--- src/rtl/acc_datapath.sv ---
// Accumulator-machine datapath: PC, IR, MDR, ACC, 2-bit ALU and memory steering.
// Optional sticky signed-overflow flag enabled by defining DP_OVERFLOW_FLAG_EN.
module acc_datapath #(
    parameter int unsigned ADDR_W = 5,
    parameter int unsigned DATA_W = ADDR_W + 3
) (
    input  logic              clk,
    input  logic              rst,
    input  logic              PCWriteCond,
    input  logic              PCWrite,
    input  logic              IorD,
    input  logic              memRead,
    input  logic              memWrite,
    input  logic              IRWrite,
    input  logic              memToAcc,
    input  logic              accWrite,
    input  logic              ALUSrcA,
    input  logic              ALUSrcB,
    input  logic              PCSrc,
    input  logic [1:0]        ALUFunc,
    output logic [2:0]        opcode,
    output logic [ADDR_W-1:0] mem_addr,
    output logic [DATA_W-1:0] mem_wdata,
    output logic              mem_re,
    output logic              mem_we,
    input  logic [DATA_W-1:0] mem_rdata,
    output logic              acc_zero,
    output logic [DATA_W-1:0] acc_out,
    output logic              acc_ovf
);

    typedef enum logic [1:0] {
        AluAdd = 2'b00,
        AluSub = 2'b01,
        AluAnd = 2'b10,
        AluNot = 2'b11
    } alu_func_e;

    localparam int unsigned Msb = DATA_W - 1;

    logic [ADDR_W-1:0] pc_q, pc_d;
    logic [DATA_W-1:0] ir_q;
    logic [DATA_W-1:0] mdr_q;
    logic [DATA_W-1:0] acc_q, acc_d;

    logic [DATA_W-1:0] alu_a, alu_b, alu_result;
    logic              pc_load, mdr_load;
    logic [ADDR_W-1:0] ir_addr;

    assign ir_addr = ir_q[ADDR_W-1:0];

    always_comb begin
        alu_a = ALUSrcA ? acc_q : {{(DATA_W - ADDR_W){1'b0}}, pc_q};
        alu_b = ALUSrcB ? {{(DATA_W - 1){1'b0}}, 1'b1} : mdr_q;
        case (alu_func_e'(ALUFunc))
            AluAdd:  alu_result = alu_a + alu_b;
            AluSub:  alu_result = alu_a - alu_b;
            AluAnd:  alu_result = alu_a & alu_b;
            AluNot:  alu_result = ~alu_a;
            default: alu_result = alu_a + alu_b;
        endcase
    end

    // Conditional load looks at the registered ACC, never at the ALU output.
    always_comb begin
        pc_load  = PCWrite | (PCWriteCond & acc_zero);
        pc_d     = PCSrc ? ir_addr : alu_result[ADDR_W-1:0];
        mdr_load = memRead & IorD & ~IRWrite;
        acc_d    = memToAcc ? mdr_q : alu_result;
    end

    always_ff @(posedge clk) begin
        if (rst) begin
            pc_q  <= '0;
            ir_q  <= '0;
            mdr_q <= '0;
            acc_q <= '0;
        end else begin
            if (pc_load)  pc_q  <= pc_d;
            if (IRWrite)  ir_q  <= mem_rdata;
            if (mdr_load) mdr_q <= mem_rdata;
            if (accWrite) acc_q <= acc_d;
        end
    end

    assign opcode    = ir_q[DATA_W-1:ADDR_W];
    assign mem_addr  = IorD ? ir_addr : pc_q;
    assign mem_wdata = acc_q;
    assign mem_re    = memRead & ~rst;
    assign mem_we    = memWrite & ~rst;
    assign acc_zero  = (acc_q == '0);
    assign acc_out   = acc_q;

`ifdef DP_OVERFLOW_FLAG_EN
    logic ovf_q;
    logic add_ovf, sub_ovf, ovf_event;

    // Subtract overflow compares the result sign against ACC, the minuend.
    always_comb begin
        add_ovf   = (alu_a[Msb] == alu_b[Msb]) && (alu_result[Msb] != alu_a[Msb]);
        sub_ovf   = (alu_a[Msb] != alu_b[Msb]) && (alu_result[Msb] != acc_q[Msb]);
        ovf_event = accWrite & ~memToAcc &
                    (((ALUFunc == AluAdd) & add_ovf) | ((ALUFunc == AluSub) & sub_ovf));
    end

    always_ff @(posedge clk) begin
        if (rst) begin
            ovf_q <= 1'b0;
        end else if (ovf_event) begin
            ovf_q <= 1'b1;
        end
    end

    assign acc_ovf = ovf_q;
`else
    assign acc_ovf = 1'b0;
`endif

endmodule
--- config.mk ---
export PLATFORM = sky130hd
export DESIGN_NAME = acc_datapath
export DESIGN_NICKNAME = d
export VERILOG_FILES = /design/src/rtl/acc_datapath.sv
export SDC_FILE = /design/constraint.sdc
export NUM_CORES = 1
export LEC_CHECK = 0
export CAP_MARGIN = 20
export CORE_ASPECT_RATIO = 1.2
export CORE_MARGIN = 4
export CORE_UTILIZATION = 50
export CTS_CLUSTER_SIZE = 16
export DETAILED_ROUTE_END_ITERATION = 10
export HOLD_SLACK_MARGIN = 0.02
export PLACE_DENSITY = 0.77
export SYNTH_ARGS = -nofsm -noshare
export SYNTH_HDL_FRONTEND = slang
export SYNTH_SLANG_ARGS = --single-unit
--- constraint.sdc ---
create_clock -name clk -period 4.05 [get_ports clk]
set_clock_uncertainty 0.1 [all_clocks]
set_input_delay 0.81 -clock clk [delete_from_list [all_inputs] [get_ports clk]]
set_output_delay 0.81 -clock clk [all_outputs]
set_load 0.01 [all_outputs]
==> impl_metrics.toml, run 1 <==
[outcome]
status = "completed"

[synthesis]
synth-seq-cells = 29
netlist_top_cells_count = "32 x nor2_1, 29 x dfxtp_1, 21 x mux2i_1, 15 x nand2_1, 15 x o21ai_0"
synth_area_um2 = 2160
synth-simple-area-share_pct = 18.4
synth_edf_count = 0
ys.flop_type = "dfxtp_1"
avgSynthCellArea_um2 = 8.19
syn_inst = 264
syn_nets = 296
synth-compound-area-share_pct = 23.0
yosysTopAreaCell = "dfxtp_1"
synth.most_common_cell = "nor2_1"
synth_top_area_share_pct = 26.8
synthAdderAreaFrac_pct = 5.55
synth_top_family_by_area = "compound AO/OA/AOI/OAI gates"
synthDistinctLibCells = 46
async_flop_share_pct = 0
yosys-mux-area-fraction_pct = 14.4
synth_area_leaders = "dfxtp_1 27%, mux2i_1 9.7%, nor2_1 5.6%"
synth-xor-area-share_pct = 2.83
yosysSeqAreaShare_pct = 26.8
synth_warnings = 0

[floorplanning]
num_rows = 25
start_util_pct = 53.2
core_area_um2 = 4070
dieArea_um2 = 5450
io_pins = 51
die_w_um = 68.0
die_h_um = 80.1

[drt]
avgRoutedWirePerCell_um = 15.4
drt_iter0_drc = 150
wirelength_um = 5410
vias = 2012
antenna_left = 0
drt_pass1_iterations = 4
drc_errors = 0
viasPerCell = 5.73

[pwr]
power_switching_share_pct = 31.9
power.clock.fraction_pct = 29.2
powerDensity_nw_per_um2 = 321
switchingPower_w = 0.000277
power_frac_seq_pct = 37.7
intPower_w = 0.000591
pwr-share-comb_pct = 33.1
ir_drop_v = 0.000242
p_leak_nw = 1.11

[cts]
cts_tree = "done"
numCtsBuffers = 5
cts_sinks = 29
postCtsResizedCells = 0
post_cts_buffers = 0
cts_root_buf = "clkbuf_8"
htree_levels = 2
ctsHoldBuffers = 0
clockBufferDepth = 2
path_clk_slew_ps = 70
insertion_delay_ps = 280

[timing]
tightestPinTransition_ps = 781
hold_ws_ps = 403
finalSetupViolCount = 0
rsz0062_at_grt = "no"
period_share_pct = 85.6
setup_tns_ps = 0
fin_crit_ps = 3470
max_freq_mhz = 289
slew_violations = 0
relSlewSlack_pct = 48.0
timing.final.hold_violations = 0

[setup_path]
required_ps = 4130
path_class = "in2reg"
startpoint = "ALUSrcB"
cp-end-kind = "flip-flop"
cp_max_fo = 5
critPathArrivalTime_ps = 3540
reg2reg_from = "mdr_q[1]"
worstSetupStartpointType = "input pin"

[placement]
post_dp_cell_area_um2 = 2600
dp.final_hpwl_um = 4140
numPortBuffers = 49
routabilityCongestion = 0.873

[grt]
grt_overflow_total = 0
grt_pass1_wl_um = 9170
grt_pass1_vias = 1950
antenna_found_initial = 0
grt_max_degree = 33
grt_usage_pct = 21.7

[worst_hold_path]
min-delay-start = "ir_q[5]"
hold_path_class = "reg2reg"

[finish]
fin_area_um2 = 2700
nets = 328
antenna_cells = 0
drive_gt1_share_pct = 9.43
fill_cells = 369
syn2layout_area_growth_pct = 24.8

[flow_run]
maxCapViolations = 0
placed cells by master (no fill, tap or decap), types with 2 or more instances in the layout:
| cell | instances |
|---|---|
| a211o_1 | 4 |
| clkbuf_8 | 6 |
| nor2_1 | 32 |
| nor2b_1 | 10 |
| nand3b_1 | 5 |
| mux2_2 | 9 |
| a21boi_0 | 2 |
| buf_4 | 5 |
| dfxtp_1 | 29 |
| or4_1 | 3 |
| nor3_1 | 4 |
| o31ai_1 | 3 |
| o21ai_0 | 15 |
| a21oi_1 | 12 |
| a211oi_1 | 12 |
| xor2_1 | 2 |
| xnor2_1 | 5 |
| a221oi_1 | 2 |
| mux2i_1 | 21 |
| ha_1 | 8 |
| o2111ai_1 | 2 |
| o21a_1 | 3 |
| or2_2 | 2 |
| a21o_1 | 2 |
| clkdlybuf4s50_1 | 49 |
| nand2_1 | 15 |
| o41ai_1 | 2 |
| inv_1 | 9 |
| nor3b_1 | 5 |
| a31o_2 | 2 |
registers in the layout, summed over array words and instances, names as in the netlist:
signal / flops
acc_out: 8
ir_q: 8
mdr_q: 8
pc_q: 5
layout make-up:
cell class / instances / area (um2) / share of cell area (%)
Multi-Input combinational cell: 197 / 1390 / 51.6
Sequential cell: 29 / 581 / 21.5
Timing Repair Buffer: 54 / 528 / 19.6
Clock buffer: 6 / 82.6 / 3.06
Tap cell: 54 / 67.6 / 2.50
Inverter: 9 / 33.8 / 1.25
Clock inverter: 2 / 13.8 / 0.510
per-stage QoR:
| step | setup WS [ps] | instances | util (%) | total power [W] |
|---|---|---|---|---|
| after detailed placement | 310 | 343 | 64.0 | 0.000618 |
| after global placement | 355 | 343 | 64.0 | 0.000615 |
| after global routing | 345 | 351 | 66.4 | 0.000918 |
| after floorplan | 958 | 264 | - | 0.000522 |
| after CTS | 590 | 351 | 66.4 | 0.000872 |
| final | 584 | 351 | 66.4 | 0.000867 |
routing by layer:
layer	wire, um	vias to the layer above	track usage [%]
met4	58	0	5.77
met2	2720	70	37.1
li1	-	1002	-
met1	2280	931	27.3
met3	355	9	4.20
met5	0	-	0
final timing paths:
kind         depth (start not counted)  endpoint  slack [ps]
min                                  2   ir_q[5]         400
max                                 11   pc_q[3]         580
min reg2reg                          2   ir_q[5]         400
max reg2reg                         10   pc_q[3]        1020
worst max-delay path: stages:
cell,delay (ps)
clkdlybuf4s50_1,420
or4_4,470
nand2_1,160
nand2_1,100
o21ai_0,160
ha_1,300
nor2b_1,150
o31a_1,280
a21oi_1,200
a211oi_1,120
o41ai_1,370
logic make-up (layout without fill, tap and decap cells):
group / count (synthesis) / after routing
muxes: 30 / 30
other: 1 / 1
xor gates and xnor gates: 7 / 7
AOI/OAI and AO/OA: 70 / 70
and+or+nand+nor: 80 / 80
adders and majority gates: 9 / 9
DFF: 29 / 29
buffers and inverters: 38 / 71
power groups by stage:
stage	clock, W	combinational [W]	sequential, W
after floorplan	0	0.000194	0.000328
after global placement	0	0.000282	0.000333
after detailed placement	0	0.000285	0.000333
after CTS	0.000256	0.000288	0.000327
after global routing	0.000269	0.000319	0.000330
final	0.000253	0.000287	0.000327
Power figures use the tool's default switching activity.
==> inputs of run 2 (changes only) <==
Settings changed: CTS_BUF_LIST set to sky130_fd_sc_hd__clkbuf_16.
==> impl_metrics.toml, run 2 (synthesis results as in run 1) <==
[drt]
drt_pass1_iterations = 4
drc_errors = 0
vias = 2031
wirelength_um = 5430
viasPerCell = 5.79
drt_iter0_drc = 156
avgRoutedWirePerCell_um = 15.5
antenna_left = 0

[cts]
ctsHoldBuffers = 0
numCtsBuffers = 5
postCtsResizedCells = 0
clockBufferDepth = 2
cts_root_buf = "clkbuf_16"
cts_sinks = 29
path_clk_slew_ps = 50
post_cts_buffers = 0
htree_levels = 2
cts_tree = "done"
insertion_delay_ps = 270

[floorplanning]
start_util_pct = 53.2
num_rows = 25
dieArea_um2 = 5450
die_w_um = 68.0
core_area_um2 = 4070
io_pins = 51
die_h_um = 80.1

[setup_path]
cp-end-kind = "flip-flop"
cp_max_fo = 10
path_class = "in2reg"
r2r_slack_ps = 1010
path_cells = "clkdlybuf4s50_1, mux2i_1, ha_1, inv_1, fa_1, a211oi_1, o21ai_0, nor2_1, a211oi_1, o41ai_1"
worstSetupStartpointType = "input pin"
critPathArrivalTime_ps = 3560
cp_slowest_cell = "clkdlybuf4s50_1"
cp_slowest_stage_delay_ps = 750
required_ps = 4110
critPathMostFrequentCell = "a211oi_1"

[flow_run]
maxCapViolations = 0

[finish]
layout_commonest_cell = "clkdlybuf4s50_1"
antenna_cells = 0
drive_gt1_share_pct = 9.09
fill_cells = 358
seq_area_um2 = 581
nets = 328
multiInputGateArea_um2 = 1390
syn2layout_area_growth_pct = 26.9
final_cell_mix = "49 x clkdlybuf4s50_1, 32 x nor2_1, 29 x dfxtp_1, 21 x mux2i_1"

[timing]
slew_violations = 0
relSlewSlack_pct = 46.7
setup_ws_ps = 547
timing.final.hold_violations = 0
finalSetupViolCount = 0
setup_tns_ps = 0
max_freq_mhz = 285
fin_crit_ps = 3500
tightestPinTransition_ps = 799
rsz0062_at_grt = "no"
period_share_pct = 86.5

[grt]
grt_max_degree = 33
grtUsageMet3_pct = 4.48
grt_usage_pct = 21.9
antenna_found_initial = 0
use_met2_pct = 37.2
grt_pass1_wl_um = 9200
grt_overflow_total = 0
grt_pass1_vias = 1906
grt_use_met1_pct = 27.6
grt_most_used_layer = "met2"

[placement]
numPortBuffers = 49
routabilityCongestion = 0.873
pre_cts_ws_ps = 310
dp.final_hpwl_um = 4140

[outcome]
status = "completed"

[pwr]
p_leak_nw = 1.13
ir_drop_v = 0.000275
powerDensity_nw_per_um2 = 352

[worst_hold_path]
hold_path_class = "reg2reg"
## run 2: area by class of cell
class | instances | share of cell area, %
timing repair buffer | 54 | 19.2
inverter | 9 | 1.23
tap | 54 | 2.46
clock buffer | 5 | 4.56
sequential | 29 | 21.1
clock inverter | 3 | 0.638
multi-input combinational | 197 | 50.7
## run 2: final timing paths
| check | start | end | depth (start not counted) |
|---|---|---|---|
| setup / recovery | ALUSrcA | pc_q[4] | 10 |
| hold / removal | pc_q[1] | pc_q[1] | 2 |
| setup reg to reg | mdr_q[1] | pc_q[3] | 10 |
| hold reg to reg | pc_q[1] | pc_q[1] | 2 |
## run 2: worst max-delay path, delay by kind of cell
kind / cells / cell delay [ps]
adder cells (fa/ha/maj): 2 / 650
buffers and inverters: 2 / 810
multiplexers: 1 / 350
AND/OR/NAND/NOR: 1 / 140
AO/OA/AOI/OAI: 4 / 800
## run 2: power breakdown
part | switching, W | total, W | internal [W]
Clock | 0.000125 | 0.000349 | 0.000225
Sequential | 0.0000225 | 0.000328 | 0.000305
Combinational | 0.000140 | 0.000289 | 0.000149
Total | 0.000287 | 0.000966 | 0.000678
## run 2: stage by stage
step,total power (W),hold slack [ps],area (um2),util (%),cells
2_1_floorplan,0.000522,354,2160,-,264
3_3_place_gp,0.000615,377,2600,64.0,343
3_5_place_dp,0.000618,388,2600,64.0,343
4_1_cts,0.000971,398,2750,67.5,351
5_1_grt,0.00102,430,2750,67.5,351
6_report,0.000966,399,2750,67.5,351
## run 2: routing by layer
metal | routed length [um] | share of wire (%)
met2 | 2660 | 49
met5 | 0 | 0
met3 | 317 | 5.8
met4 | 36 | 0.66
met1 | 2420 | 45
